`src/rtl/hmnoc_cluster_load_ctrl_if.sv`:
```
// Load-controller bundle: GLB read ports, west-router controls and PE-cluster handshake.
// master = load controller, slave = GLB/router/cluster side.
interface hmnoc_cluster_load_ctrl_if #(
   parameter int DATA_WIDTH = 16,
   parameter int ADDR_WIDTH = 9
);
   logic                  cfg_start;
   logic                  busy;
   logic                  done;
   logic                  read_req_wght;
   logic [ADDR_WIDTH-1:0] r_addr_wght;
   logic                  west_enable_i_wght;
   logic [3:0]            router_mode_wght;
   logic                  load_en_wght;
   logic                  read_req_iact;
   logic [ADDR_WIDTH-1:0] r_addr_iact;
   logic                  west_enable_i_iact;
   logic [3:0]            router_mode_iact;
   logic                  load_en_act;
   logic                  load_done;
   logic                  start;
   logic                  compute_done;
   logic                  read_req_psum;
   logic [ADDR_WIDTH-1:0] r_addr_psum;
   logic [DATA_WIDTH-1:0] r_data_psum;
   logic                  psum_valid;
   logic [DATA_WIDTH-1:0] psum_data;
   logic                  timeout_err;

   modport master (
      input  cfg_start, load_done, compute_done, r_data_psum,
      output busy, done,
      output read_req_wght, r_addr_wght, west_enable_i_wght, router_mode_wght, load_en_wght,
      output read_req_iact, r_addr_iact, west_enable_i_iact, router_mode_iact, load_en_act,
      output start, read_req_psum, r_addr_psum, psum_valid, psum_data, timeout_err
   );

   modport slave (
      output cfg_start, load_done, compute_done, r_data_psum,
      input  busy, done,
      input  read_req_wght, r_addr_wght, west_enable_i_wght, router_mode_wght, load_en_wght,
      input  read_req_iact, r_addr_iact, west_enable_i_iact, router_mode_iact, load_en_act,
      input  start, read_req_psum, r_addr_psum, psum_valid, psum_data, timeout_err
   );
endinterface

```
`src/rtl/hmnoc_cluster_load_ctrl.sv`:
```
// Sequencer upstream of the west cluster: streams weights then iacts GLB->router->PEs, starts compute, drains psums.
// Latency: k**2 + a**2 + 4 load cycles, then load_done/compute_done waits, then NUM_PSUM + 2 drain cycles to done.
// Backpressure: none on the streams; only load_done/compute_done stall. LOAD_CTRL_TIMEOUT_EN adds a compute watchdog.
module hmnoc_cluster_load_ctrl #(
   parameter int DATA_WIDTH     = 16,
   parameter int ADDR_WIDTH     = 9,
   parameter int kernel_size    = 3,
   parameter int act_size       = 5,
   parameter int NUM_PSUM       = 9,
   parameter int TIMEOUT_CYCLES = 1024
) (
   input logic                       clk,
   input logic                       reset,
   hmnoc_cluster_load_ctrl_if.master lc
);
   localparam int W_CNT = kernel_size * kernel_size;
   localparam int A_CNT = act_size * act_size;
   localparam logic [ADDR_WIDTH-1:0] ADDR_ONE    = ADDR_WIDTH'(1);
   localparam logic [ADDR_WIDTH-1:0] W_LAST      = ADDR_WIDTH'(W_CNT);
   localparam logic [ADDR_WIDTH-1:0] A_LAST      = ADDR_WIDTH'(A_CNT);
   localparam logic [ADDR_WIDTH-1:0] P_LAST_ADDR = ADDR_WIDTH'(NUM_PSUM - 1);
   localparam logic [3:0]            MODE_WEST   = 4'd3;

   // Stream addresses run one past the element count (prefetch), so the count itself must fit.
   generate
      if (A_CNT >= (1 << ADDR_WIDTH) || W_CNT >= (1 << ADDR_WIDTH) || NUM_PSUM < 1 ||
          NUM_PSUM > (1 << ADDR_WIDTH) || TIMEOUT_CYCLES < 1 || DATA_WIDTH < 1) begin : g_bad_cfg
         $error("hmnoc_cluster_load_ctrl: counts do not fit ADDR_WIDTH or bad parameter");
      end
   endgenerate

   typedef enum logic [3:0] {
      IDLE, W_PRE, W_STREAM, W_GAP, A_PRE, A_STREAM, A_GAP, A_WAIT,
      START, COMPUTE, P_READ, P_LAST, DONE
   } state_t;

   typedef struct packed {
      logic                  busy;
      logic                  done;
      logic                  rd_w;
      logic [ADDR_WIDTH-1:0] addr_w;
      logic                  we_w;
      logic [3:0]            mode_w;
      logic                  ld_w;
      logic                  rd_a;
      logic [ADDR_WIDTH-1:0] addr_a;
      logic                  we_a;
      logic [3:0]            mode_a;
      logic                  ld_a;
      logic                  start;
      logic                  rd_p;
      logic [ADDR_WIDTH-1:0] addr_p;
   } ctl_t;

   state_t                state, state_nxt;
   logic [ADDR_WIDTH-1:0] cnt, cnt_nxt;
   ctl_t                  ctl_q, ctl_nxt;
   logic                  rd_pend;
   logic                  psum_valid_q;
   logic [DATA_WIDTH-1:0] psum_data_q;

`ifdef LOAD_CTRL_TIMEOUT_EN
   localparam int TW = (TIMEOUT_CYCLES > 1) ? $clog2(TIMEOUT_CYCLES) : 1;
   localparam logic [TW-1:0] TMR_LAST = TW'(TIMEOUT_CYCLES - 1);
   logic [TW-1:0] tmr;
   logic          timeout_q;
   logic          wd_expire;
   assign wd_expire = (tmr == TMR_LAST);

   always_ff @(posedge clk or negedge reset) begin
      if (!reset) begin
         tmr       <= '0;
         timeout_q <= 1'b0;
      end else begin
         tmr <= (state == COMPUTE) ? tmr + TW'(1) : '0;
         if (state == COMPUTE && !lc.compute_done && wd_expire)
            timeout_q <= 1'b1;
         else if (state == IDLE && lc.cfg_start)
            timeout_q <= 1'b0;
      end
   end
   assign lc.timeout_err = timeout_q;
`else
   assign lc.timeout_err = 1'b0;
`endif

   always_comb begin
      state_nxt = state;
      cnt_nxt   = cnt;
      case (state)
         IDLE:     if (lc.cfg_start) state_nxt = W_PRE;
         W_PRE:    begin state_nxt = W_STREAM; cnt_nxt = ADDR_ONE; end
         W_STREAM: begin
            if (cnt == W_LAST) begin state_nxt = W_GAP; cnt_nxt = '0; end
            else cnt_nxt = cnt + ADDR_ONE;
         end
         W_GAP:    state_nxt = A_PRE;
         A_PRE:    begin state_nxt = A_STREAM; cnt_nxt = ADDR_ONE; end
         A_STREAM: begin
            if (cnt == A_LAST) begin state_nxt = A_GAP; cnt_nxt = '0; end
            else cnt_nxt = cnt + ADDR_ONE;
         end
         A_GAP, A_WAIT: state_nxt = lc.load_done ? START : A_WAIT;
         START:    state_nxt = COMPUTE;
         COMPUTE: begin
            if (lc.compute_done) begin state_nxt = P_READ; cnt_nxt = '0; end
`ifdef LOAD_CTRL_TIMEOUT_EN
            else if (wd_expire) state_nxt = DONE;
`endif
         end
         P_READ: begin
            if (cnt == P_LAST_ADDR) begin state_nxt = P_LAST; cnt_nxt = '0; end
            else cnt_nxt = cnt + ADDR_ONE;
         end
         P_LAST:   state_nxt = DONE;
         DONE:     state_nxt = IDLE;
         default:  begin state_nxt = IDLE; cnt_nxt = '0; end
      endcase

      // Outputs decode the next state so every port comes straight from a flop.
      ctl_nxt      = '0;
      ctl_nxt.busy = (state_nxt != IDLE);
      case (state_nxt)
         W_PRE:    begin ctl_nxt.rd_w = 1'b1; ctl_nxt.addr_w = cnt_nxt; end
         W_STREAM: begin
            ctl_nxt.rd_w   = 1'b1;
            ctl_nxt.addr_w = cnt_nxt;
            ctl_nxt.we_w   = 1'b1;
            ctl_nxt.ld_w   = (cnt_nxt == ADDR_ONE);
         end
         A_PRE:    begin ctl_nxt.rd_a = 1'b1; ctl_nxt.addr_a = cnt_nxt; end
         A_STREAM: begin
            ctl_nxt.rd_a   = 1'b1;
            ctl_nxt.addr_a = cnt_nxt;
            ctl_nxt.we_a   = 1'b1;
            ctl_nxt.ld_a   = (cnt_nxt == ADDR_ONE);
         end
         START:    ctl_nxt.start = 1'b1;
         P_READ:   begin ctl_nxt.rd_p = 1'b1; ctl_nxt.addr_p = cnt_nxt; end
         DONE:     ctl_nxt.done = 1'b1;
         default:  ;
      endcase
      // Router modes stay on WEST from the first streamed word until the run ends.
      if (state_nxt inside {W_STREAM, W_GAP, A_PRE, A_STREAM, A_GAP, A_WAIT,
                            START, COMPUTE, P_READ, P_LAST, DONE})
         ctl_nxt.mode_w = MODE_WEST;
      if (state_nxt inside {A_STREAM, A_GAP, A_WAIT, START, COMPUTE, P_READ, P_LAST, DONE})
         ctl_nxt.mode_a = MODE_WEST;
   end

   always_ff @(posedge clk or negedge reset) begin
      if (!reset) begin
         state        <= IDLE;
         cnt          <= '0;
         ctl_q        <= '0;
         rd_pend      <= 1'b0;
         psum_valid_q <= 1'b0;
         psum_data_q  <= '0;
      end else begin
         state        <= state_nxt;
         cnt          <= cnt_nxt;
         ctl_q        <= ctl_nxt;
         // GLB answers one cycle after the request; capture on that cycle.
         rd_pend      <= ctl_q.rd_p;
         psum_valid_q <= rd_pend;
         if (rd_pend) psum_data_q <= lc.r_data_psum;
      end
   end

   assign lc.busy               = ctl_q.busy;
   assign lc.done               = ctl_q.done;
   assign lc.read_req_wght      = ctl_q.rd_w;
   assign lc.r_addr_wght        = ctl_q.addr_w;
   assign lc.west_enable_i_wght = ctl_q.we_w;
   assign lc.router_mode_wght   = ctl_q.mode_w;
   assign lc.load_en_wght       = ctl_q.ld_w;
   assign lc.read_req_iact      = ctl_q.rd_a;
   assign lc.r_addr_iact        = ctl_q.addr_a;
   assign lc.west_enable_i_iact = ctl_q.we_a;
   assign lc.router_mode_iact   = ctl_q.mode_a;
   assign lc.load_en_act        = ctl_q.ld_a;
   assign lc.start              = ctl_q.start;
   assign lc.read_req_psum      = ctl_q.rd_p;
   assign lc.r_addr_psum        = ctl_q.addr_p;
   assign lc.psum_valid         = psum_valid_q;
   assign lc.psum_data          = psum_data_q;
endmodule

```
`src/flat_wrapper.sv`:
```
// flat-port wrapper written by rule: the top's interface ports become plain ports
module hmnoc_cluster_load_ctrl_flat 
#(
   parameter int DATA_WIDTH     = 16,
   parameter int ADDR_WIDTH     = 9,
   parameter int kernel_size    = 3,
   parameter int act_size       = 5,
   parameter int NUM_PSUM       = 9,
   parameter int TIMEOUT_CYCLES = 1024
)
  (clk, reset, lc_cfg_start, lc_load_done, lc_compute_done, lc_r_data_psum, lc_busy, lc_done, lc_read_req_wght, lc_r_addr_wght, lc_west_enable_i_wght, lc_router_mode_wght, lc_load_en_wght, lc_read_req_iact, lc_r_addr_iact, lc_west_enable_i_iact, lc_router_mode_iact, lc_load_en_act, lc_start, lc_read_req_psum, lc_r_addr_psum, lc_psum_valid, lc_psum_data, lc_timeout_err);
  hmnoc_cluster_load_ctrl_if #(.DATA_WIDTH(DATA_WIDTH), .ADDR_WIDTH(ADDR_WIDTH)) lc_i ();
  input logic clk;
  input logic reset;
  input wire logic [$bits(lc_i.cfg_start)-1:0] lc_cfg_start;
  input wire logic [$bits(lc_i.load_done)-1:0] lc_load_done;
  input wire logic [$bits(lc_i.compute_done)-1:0] lc_compute_done;
  input wire logic [$bits(lc_i.r_data_psum)-1:0] lc_r_data_psum;
  output wire logic [$bits(lc_i.busy)-1:0] lc_busy;
  output wire logic [$bits(lc_i.done)-1:0] lc_done;
  output wire logic [$bits(lc_i.read_req_wght)-1:0] lc_read_req_wght;
  output wire logic [$bits(lc_i.r_addr_wght)-1:0] lc_r_addr_wght;
  output wire logic [$bits(lc_i.west_enable_i_wght)-1:0] lc_west_enable_i_wght;
  output wire logic [$bits(lc_i.router_mode_wght)-1:0] lc_router_mode_wght;
  output wire logic [$bits(lc_i.load_en_wght)-1:0] lc_load_en_wght;
  output wire logic [$bits(lc_i.read_req_iact)-1:0] lc_read_req_iact;
  output wire logic [$bits(lc_i.r_addr_iact)-1:0] lc_r_addr_iact;
  output wire logic [$bits(lc_i.west_enable_i_iact)-1:0] lc_west_enable_i_iact;
  output wire logic [$bits(lc_i.router_mode_iact)-1:0] lc_router_mode_iact;
  output wire logic [$bits(lc_i.load_en_act)-1:0] lc_load_en_act;
  output wire logic [$bits(lc_i.start)-1:0] lc_start;
  output wire logic [$bits(lc_i.read_req_psum)-1:0] lc_read_req_psum;
  output wire logic [$bits(lc_i.r_addr_psum)-1:0] lc_r_addr_psum;
  output wire logic [$bits(lc_i.psum_valid)-1:0] lc_psum_valid;
  output wire logic [$bits(lc_i.psum_data)-1:0] lc_psum_data;
  output wire logic [$bits(lc_i.timeout_err)-1:0] lc_timeout_err;
  assign lc_i.cfg_start = lc_cfg_start;
  assign lc_i.load_done = lc_load_done;
  assign lc_i.compute_done = lc_compute_done;
  assign lc_i.r_data_psum = lc_r_data_psum;
  assign lc_busy = lc_i.busy;
  assign lc_done = lc_i.done;
  assign lc_read_req_wght = lc_i.read_req_wght;
  assign lc_r_addr_wght = lc_i.r_addr_wght;
  assign lc_west_enable_i_wght = lc_i.west_enable_i_wght;
  assign lc_router_mode_wght = lc_i.router_mode_wght;
  assign lc_load_en_wght = lc_i.load_en_wght;
  assign lc_read_req_iact = lc_i.read_req_iact;
  assign lc_r_addr_iact = lc_i.r_addr_iact;
  assign lc_west_enable_i_iact = lc_i.west_enable_i_iact;
  assign lc_router_mode_iact = lc_i.router_mode_iact;
  assign lc_load_en_act = lc_i.load_en_act;
  assign lc_start = lc_i.start;
  assign lc_read_req_psum = lc_i.read_req_psum;
  assign lc_r_addr_psum = lc_i.r_addr_psum;
  assign lc_psum_valid = lc_i.psum_valid;
  assign lc_psum_data = lc_i.psum_data;
  assign lc_timeout_err = lc_i.timeout_err;
  hmnoc_cluster_load_ctrl #(.DATA_WIDTH(DATA_WIDTH), .ADDR_WIDTH(ADDR_WIDTH), .kernel_size(kernel_size), .act_size(act_size), .NUM_PSUM(NUM_PSUM), .TIMEOUT_CYCLES(TIMEOUT_CYCLES)) u_core (.clk(clk), .reset(reset), .lc(lc_i));
endmodule
```
`config.mk`:
```
export PLATFORM = sky130hd
export DESIGN_NAME = hmnoc_cluster_load_ctrl_flat
export DESIGN_NICKNAME = d
export VERILOG_FILES = /design/src/rtl/hmnoc_cluster_load_ctrl_if.sv /design/src/rtl/hmnoc_cluster_load_ctrl.sv /design/src/flat_wrapper.sv
export SDC_FILE = /design/constraint.sdc
export NUM_CORES = 1
export LEC_CHECK = 0
export ABC_AREA = 1
export CAP_MARGIN = 20
export CORE_UTILIZATION = 42
export DETAILED_ROUTE_END_ITERATION = 8
export PLACE_DENSITY_LB_ADDON = 0.15
export SLEW_MARGIN = 20
export SYNTH_ARGS = -nofsm -noshare
export SYNTH_HDL_FRONTEND = slang
export SYNTH_SLANG_ARGS = --single-unit
```
`constraint.sdc`:
```
create_clock -name clk -period 3.44 [get_ports clk]
set_clock_uncertainty 0.15 [all_clocks]
set_input_delay 0.86 -clock clk [delete_from_list [all_inputs] [get_ports clk]]
set_output_delay 0.86 -clock clk [all_outputs]
set_load 0.02 [all_outputs]
```
==> results of run 1 <==
## cells in the mapped netlist
cell type and number:
clkbuf_1 1, nand3_4 1, a21oi_1 11, nand2_2 3, buf_2 1, nor2_4 1
buf_4 7, ha_1 3, nor3b_1 1, nor3_2 2, mux2_2 16, clkinv_2 1
nor2_2 3, o21ai_0 1, nand4_1 2, o211ai_1 1, buf_1 1, or2_2 1
conb_1 1, nor3_1 5, nand3_2 1, inv_1 34, dfrtp_1 70, o21a_1 1
nand2_1 59, nor4_1 1, nor2_1 43, inv_2 9, nand3_1 8, a2111oi_0 1
xor2_1 4, a21boi_1 4
## placed cells by master, fill, tap and decap left out, types with 5 or more instances in the layout
cell type and instances:
inv_2 9, nor3_1 5, clkdlybuf4s50_1 77, mux2_2 16
a21oi_1 11, dfrtp_1 70, nand3_1 8, clkbuf_8 10
inv_1 34, nand2_1 59, conb_1 5, nor2_1 43
## per-layer routing
layer	vias to the layer above	track usage, %	share of wire [%]
met5	-	0	0
met4	0	8.94	1.6
met3	9	4.33	5.2
met2	62	28.7	48
met1	1013	23.2	45
li1	1084	-	-
## final timing paths
kind | startpoint | end | depth (start not counted)
worst max-delay path | lc_load_done | u_core.lc.r_addr_wght[1] | 7
worst min-delay path | u_core.lc.read_req_psum | u_core.rd_pend | 0
worst max register to register | u_core.cnt[0] | u_core.lc.r_addr_wght[1] | 9
worst min register to register | u_core.lc.read_req_psum | u_core.rd_pend | 0
max in group asynchronous | reset | u_core.lc.r_addr_psum[1] | 2
min in group asynchronous | reset | u_core.lc.done | 2
## worst reg2reg max path: cells and delay by family, from the launching register on
| kind | cells | cell delay (ps) |
|---|---|---|
| AND/OR/NAND/NOR | 6 | 1060 |
| flip-flops | 1 | 470 |
| AO/OA/AOI/OAI | 1 | 330 |
| adder cells (fa/ha/maj) | 1 | 190 |
| buffers and inverters | 1 | 90 |
## final cells by class
cell class	instances	share of cell area (%)
Clock buffer	10	3.45
Clock inverter	6	2.32
Inverter	44	4.17
Multi-Input combinational cell	178	24.1
Sequential cell	70	43.9
Tap cell	80	2.51
Timing Repair Buffer	79	19.6
## state kept, by name, summed over array words and instances (netlist names), 4 cells and up
name,flops
u_core.lc.r_addr_wght,9
u_core.lc.r_addr_iact,9
u_core.lc.r_addr_psum,9
u_core.cnt,9
u_core.lc.psum_data,16
u_core.state,4
## metrics by stage
stage,power [mW],instance area [um^2],setup slack (ps),instances
2_1_floorplan,1.95,2950,1430,302
4_1_cts,3.21,3990,963,467
3_3_place_gp,2.44,3760,618,451
3_5_place_dp,2.45,3760,621,451
5_1_grt,3.39,3990,734,467
6_report,3.17,3990,945,467
## power breakdown
group          internal (mW)  switching, mW  leakage [nW]
registers               1.00          0.117         0.939
logic                  0.528          0.771         0.911
clock network          0.433          0.320         0.110
## logic make-up after synthesis
kind of cell	count (synthesis)	synth area share, %
and+or+nand+nor	131	19.7
adders and majority gates	3	1.28
buffers and inverters	54	7.90
DFF	70	59.8
AOI/OAI and AO/OA	19	3.89
other	1	0.128
xor gates and xnor gates	4	1.20
muxes	16	6.15
==> flow_summary.yaml, run 1 <==
status:
  status: "completed"
critical_path:
  critPathRequiredTime_ps: 3530
  start_kind: "primary input"
  path_cells: "clkdlybuf4s50_1, nor2_1, inv_1, nand3_1, nor3_2, nand4_1, a21oi_1"
  cp.arrival_ps: 2590
  cp-end-kind: "register"
  worstSetupPathType: "primary input to register"
  slowest_stage: "nand4_1"
  slowest_delay_ps: 490
  path_max_fanout: 12
  critPathTopFamily: "simple AND/OR/NAND/NOR gates"
  cp.buffers_inverters: 2
  r2r_slack_ps: 1070
grt:
  grt.total_usage_pct: 18.0
  grt-ovfl-total: 0
  grt_pass1_wl_um: 10100
  antenna_found_initial: 0
  grt_pass1_vias: 2127
  grt_max_degree: 71
die:
  die_area_um2: 7320
  dieHeight_um: 85.5
  ioPinCount: 84
  fp.dieW_um: 85.5
  rows: 30
  start_util_pct: 43.4
  fp.coreArea_um2: 6760
timing:
  slew_viol_final: 0
  holdWs_ps: 232
  relSlewSlack_pct: 42.9
  hold_viol: 0
  fin_tns_setup_ps: 0
  rsz0062_at_grt: "no"
  min_period_over_period_pct: 72.5
  fin_crit_ps: 2490
  tightest_slew_ps: 856
  fmax_mhz: 401
  report.final.setup_viol: 0
clock_network:
  root_buffer: "clkbuf_8"
  htree_num_levels: 3
  cts.clk_slew.worst_paths_ps: 70
  cts_setup_buffers: 0
  cts_inserted_buffers: 9
  cts_max_path_buffers: 2
  cts_hold_buf: 0
  cts_tree: "built"
  cts_sinks: 70
  clkLatencyLatePin_ps: 340
  cts-resized-gates: 0
layout:
  nets: 406
  multiInputGateArea_um2: 962
  area_growth_pct: 36.3
  fillCellCount: 596
  fin_util_pct: 59.1
  drive_gt1_share_pct: 14.5
  diodes: 0
  seqCellArea_um2: 1750
routing:
  viasPerCell: 4.64
  first_pass_iters: 4
  initialDrtViolationCount: 113
  postRouteWirelength_um: 6130
  drc: 0
  wl_per_cell_um: 13.1
  vias: 2168
  postRouteAntennaNets: 0
hold_path:
  hp-class: "register to register"
logic_synthesis:
  synth.top_cell.area_share_pct: 59.8
  ys.warnings.count: 0
  syn_inst: 298
  synth-seq-cells: 70
  synthDistinctLibCells: 32
  yosys.area.top_type: "dfrtp_1"
  ys_top_cells_by_area: "dfrtp_1 (60%), nand2_1 (7.6%), mux2_2 (6.1%), nor2_1 (5.5%), inv_1 (4.4%)"
  avgSynthCellArea_um2: 9.83
  seq_area_frac_synth_pct: 59.8
  synthesis.area_um2: 2930
flow_run:
  cap_viol_max_count: 0
placement:
  gp_congestion: 0.842
  io_buffers: 78
  dp_hpwl_um: 4340
power:
  leakage_nw: 1.96
  power_density_nw_per_um2: 794
  ir_worst_vdd_v: 0.000335
Note: power is estimated with default switching activity, not from simulation.
==> inputs of run 2 (changes only) <==
==> constraint.sdc (replaced) <==
create_clock -name clk -period 2.25 [get_ports clk]
set_clock_uncertainty 0.15 [all_clocks]
set_input_delay 0.5625 -clock clk [delete_from_list [all_inputs] [get_ports clk]]
set_output_delay 0.5625 -clock clk [all_outputs]
set_load 0.02 [all_outputs]
==> flow_summary.yaml, run 2 (synthesis results as in run 1) <==
timing:
  fin_tns_setup_ps: 0
  min_period_over_period_pct: 91.6
  rsz0062_at_grt: "no"
  fin_crit_ps: 2060
  tightest_slew_ps: 653
  relSlewSlack_pct: 56.5
  fmax_mhz: 485
  holdWs_ps: 61.7
  report.final.setup_viol: 0
  slew_viol_final: 0
  hold_viol: 0
  layout_setup_ws_ps: 189
die:
  fp.dieW_um: 85.5
  ioPinCount: 84
  start_util_pct: 43.4
  dieHeight_um: 85.5
  die_area_um2: 7320
  fp.coreArea_um2: 6760
  rows: 30
layout:
  diodes: 0
  fin_area_um2: 4100
  fin_util_pct: 60.6
  fillCellCount: 588
  final_common_cell: "clkdlybuf4s50_1"
  area_growth_pct: 39.8
  drive_gt1_share_pct: 17.8
  final_cell_mix: "clkdlybuf4s50_1 (77), dfrtp_1 (69), nand2_1 (59)"
  largest_reg_flops: 16
  nets: 419
grt:
  grt_max_degree: 28
  grt_pass1_wl_um: 10400
  grt.total_usage_pct: 18.7
  antenna_found_initial: 0
  grt_pass1_vias: 2158
  grt-ovfl-total: 0
clock_network:
  root_buffer: "clkbuf_8"
  cts_tree: "built"
  clkLatencyLatePin_ps: 340
  cts_setup_buffers: 0
  htree_num_levels: 3
  cts.clk_slew.worst_paths_ps: 80
  cts_max_path_buffers: 2
  cts_inserted_buffers: 9
  cts_sinks: 70
critical_path:
  critPathTopFamily: "simple AND/OR/NAND/NOR gates"
  cp.arrival_ps: 2190
  worstSetupPathType: "register to register"
  path_max_fanout: 6
  cp.buffers_inverters: 0
  path_cells: "ha_1, nand2_1, nor2_1, nand2_1, nor2_1, xor2_1, o21a_1, nand3_1, nor2_1"
  cpMostUsedCell: "nor2_1"
  slowest_delay_ps: 430
  slowest_stage: "dfrtp_2"
  start_kind: "register"
  crit_start: "u_core.cnt[0]"
  critPathRequiredTime_ps: 2380
  r2r_start: "u_core.cnt[0]"
  cp-end-kind: "register"
power:
  power_density_nw_per_um2: 1190
  leakage_nw: 2.02
  ir_worst_vdd_v: 0.000547
routing:
  drc: 0
  postRouteWirelength_um: 6310
  postRouteAntennaNets: 0
  vias: 2249
  first_pass_iters: 4
  initialDrtViolationCount: 67
  wl_per_cell_um: 13.1
  viasPerCell: 4.69
hold_path:
  hp-class: "primary input to async pin"
placement:
  dpl-instance-area_um2: 3890
  io_buffers: 78
  gp_congestion: 0.856
  dp_hpwl_um: 4750
  dp_slack_ps: -66.8
status:
  status: "completed"
flow_run:
  cap_viol_max_count: 0
run 2: cell types whose count changed in the layout (fill, tap and decap cells not counted):
cell,change
buf_12,+2
inv_8,+1
buf_4,+11
clkinvlp_4,-2
a21boi_1,-1
clkinv_4,+2
dfrtp_1,-1
bufinv_16,-1
clkbuf_8,-1
a21boi_2,+1
dfrtp_2,+1
clkinv_2,+1
run 2: area by class of cell:
| cell class | count | area [um^2] | area share (%) |
|---|---|---|---|
| sequential | 70 | 1750 | 42.8 |
| clock buffer | 9 | 124 | 3.02 |
| tap | 80 | 100 | 2.44 |
| inverter | 44 | 166 | 4.06 |
| clock inverter | 7 | 81.3 | 1.99 |
| multi-input combinational | 178 | 966 | 23.6 |
| timing repair buffer | 92 | 906 | 22.1 |
run 2: per-layer routing:
layer	GRT usage [%]	wire length (um)	up-vias
li1	-	-	1105
met1	24.6	2830	1062
met2	29.9	3090	72
met3	4.62	309	10
met4	7.42	86	0
met5	0	0	-
run 2: final timing paths:
| check | slack, ps | depth (start not counted) | end |
|---|---|---|---|
| min in group clk | 230 | 0 | u_core.rd_pend |
| setup reg to reg | 190 | 9 | u_core.lc.load_en_act |
| hold reg to reg | 230 | 0 | u_core.rd_pend |
| setup / recovery | 190 | 9 | u_core.lc.load_en_act |
| max in group asynchronous | 1350 | 2 | u_core.lc.psum_data[3] |
| hold / removal | 60 | 1 | u_core.lc.r_addr_psum[1] |
run 2: repair_timing:
item | CTS | global route
resized for setup | 0 | 2
endpoints found under the hold margin | 0 | 0
hold buffers | 0 | 0
setup endpoints to repair | 0 | 2
run 2: report_power, final:
part / switching, mW / internal [mW]
clock network: 0.507 / 0.529
registers: 0.178 / 1.54
logic: 1.21 / 0.893
run 2: per-stage QoR:
stage,instances,power (mW)
2_1_floorplan,302,2.98
3_3_place_gp,464,3.84
3_5_place_dp,464,3.86
4_1_cts,480,4.91
5_1_grt,480,5.22
6_report,480,4.86
==> patch: new RTL, config.mk and constraints of run 2 <==
`NUM_PSUM` is set to 9 in 2 places; all go to 8.
--- a/src/rtl/hmnoc_cluster_load_ctrl.sv
+++ b/src/rtl/hmnoc_cluster_load_ctrl.sv
@@ -7,5 +7,5 @@
    parameter int kernel_size    = 3,
    parameter int act_size       = 5,
-   parameter int NUM_PSUM       = 9,
+   parameter int NUM_PSUM       = 8,
    parameter int TIMEOUT_CYCLES = 1024
 ) (
--- a/src/flat_wrapper.sv
+++ b/src/flat_wrapper.sv
@@ -6,5 +6,5 @@
    parameter int kernel_size    = 3,
    parameter int act_size       = 5,
-   parameter int NUM_PSUM       = 9,
+   parameter int NUM_PSUM       = 8,
    parameter int TIMEOUT_CYCLES = 1024
 )
Behaviour: no difference found for any inputs over 10 cycles, from zero or initial values and one cycle with reset low; that may be too few to reach the edited logic, so the function may still have changed.
==> patch against run 2 <==
Setup slack got worse by 2.4 ps. Total power rose by 2.8%. Wire length rose by 4.0%. Cell area rose by 1.3%. Global-route usage rose by 0.67 points. Core utilization rose by 0.42 points. Sequential cell count did not move. Synthesized area rose by 0.47%. Clock power rose by 9%. Via count rose by 1.2%. Largest power group unchanged.
==> patch: results (changes against run 2) <==
Outcome
  • Outcome: complete, no violations

Routing
  • Vias per cell: 4.58 (-2.3%)

Yosys
  • Count of unique library cells instantiated by Yosys: 31 (-3.1%)
  • Gate Count Post-Synth: 301 (+1.0%)
  • Sequential cell area fraction in the yosys report: 59.5% (-0.28 points)
  • Largest cells by area after synthesis: sky130_fd_sc_hd__dfrtp_1 (59%), sky130_fd_sc_hd__nand2_1 (7.9%), sky130_fd_sc_hd__mux2_2 (6.1%)
  • Top cells by instance count after synthesis: sky130_fd_sc_hd__dfrtp_1 (70), sky130_fd_sc_hd__nand2_1 (62), sky130_fd_sc_hd__nor2_1 (38), sky130_fd_sc_hd__inv_1 (36), sky130_fd_sc_hd__mux2_2 (16)

Global route
  • Global-route wire length before repair: 10.8 mm (+4.1%)
  • Number of global-route vias before repair: 2313 (+7.2%)
  • Maximum number of pins on one net before global-route repair: 26 (-7.1%)
  • Total Routing Usage GR: 19.3% (+0.67 points)

Placed design
  • Cells after DPL: 481 (+3.7%)
  • Cell area reported after detailed placement: 3920 µm² (+0.87%)
  • HPWL after detailed placement: 4.87 mm (+2.5%)

Pwr
  • Power, Total: 4.99 mW (+2.8%)
  • Largest voltage drop on the vdd net: 0.563 mV (+2.9%)
  • Leak pwr: 2.01 nW (-0.50%)

Layout
  • Layout cells sized above 1: 17.5% (-0.29 points)
  • Number of fill cells in the layout: 594 (+1.0%)
  • Layout Cells excl Fill: 497 (+3.5%)

STA
  • Relative max-transition margin: 56.8% (+0.33 points)

Setup path
  • Reg-to-Reg Start: u_core.cnt[1]
  • Highest net fanout along the worst path: 8 (+2)
  • Library cell contributing the largest single delay on the critical path: sky130_fd_sc_hd__dfrtp_1

Clock tree
  • Clock slew at reported path FFs: 80 ps (about the same)
[patch: kinds of logic (layout without fill, tap and decap cells)]
| logic type | Yosys count | in the layout | synth area share (%) |
|---|---|---|---|
| compound gates | 21 | 21 | 4.46 |
| xor+xnor | 2 | 2 | 0.595 |
| fa+ha+maj | 2 | 2 | 0.850 |
| buf+inv | 51 | 147 | 7.48 |
| flops | 70 | 70 | 59.5 |
| mux | 16 | 16 | 6.12 |
| other cells | 1 | 5 | 0.127 |
| simple gates | 138 | 138 | 20.9 |
[patch: layout make-up]
class / count / area [µm²] / area share, %
timing repair buffer: 91 / 911 / 22.0
clock buffer: 10 / 128 / 3.08
sequential: 70 / 1750 / 42.3
tap: 96 / 120 / 2.90
inverter: 40 / 150 / 3.62
multi-input combinational: 184 / 992 / 23.9
clock inverter: 6 / 93.8 / 2.26
[patch: worst min path at each step]
| stage | from | endpoint | slack [ps] | depth (start not counted) |
|---|---|---|---|---|
| 4_1_cts | reset | u_core.lc.west_enable_i_iact | 70 | 1 |
| 6_report | reset | u_core.lc.west_enable_i_iact | 60 | 1 |
| 5_1_grt | reset | u_core.lc.west_enable_i_iact | 90 | 1 |
| 3_5_place_dp | u_core.lc.read_req_psum | u_core.rd_pend | 210 | 0 |
| 2_1_floorplan | reset | u_core.cnt[0] | 120 | 0 |
| 3_3_place_gp | u_core.lc.read_req_psum | u_core.rd_pend | 210 | 0 |
[patch: through the flow]
| step | util, % | setup WS, ps |
|---|---|---|
| floorplan | - | 414 |
| global placement | 57.7 | 4.68 |
| detailed placement | 57.7 | -61.1 |
| CTS | 61.0 | 155 |
| global route | 61.0 | -4.55 |
| finish | 61.0 | 187 |
[patch: layer usage]
layer  global-route usage, %  wire length [µm]  up-vias
li1                        -                 -     1124
met1                    23.9              2920     1071
met2                    32.0              3140       72
met3                    5.39               402        8
met4                    8.33               102        0
met5                       0                 0        -
[patch: report_power, final]
part	switching, mW	internal [mW]	total (mW)
sequential	0.179	1.54	1.71
combinational	1.23	0.922	2.15
clock	0.494	0.634	1.13
[patch: worst reg2reg max path, stage by stage, from the launching register on]
cell and delay, ps:
sky130_fd_sc_hd__dfrtp_1 420, sky130_fd_sc_hd__inv_1 80, sky130_fd_sc_hd__ha_1 150, sky130_fd_sc_hd__nand2_1 60
sky130_fd_sc_hd__nor2_1 180, sky130_fd_sc_hd__nand2_1 100, sky130_fd_sc_hd__nand2_2 130, sky130_fd_sc_hd__nand3_4 150
sky130_fd_sc_hd__nand2_1 100, sky130_fd_sc_hd__nand2_1 50, sky130_fd_sc_hd__nand2_1 70, sky130_fd_sc_hd__nand3_1 90
sky130_fd_sc_hd__nor2_1 90, sky130_fd_sc_hd__nand2_1 90, sky130_fd_sc_hd__nor2_1 90
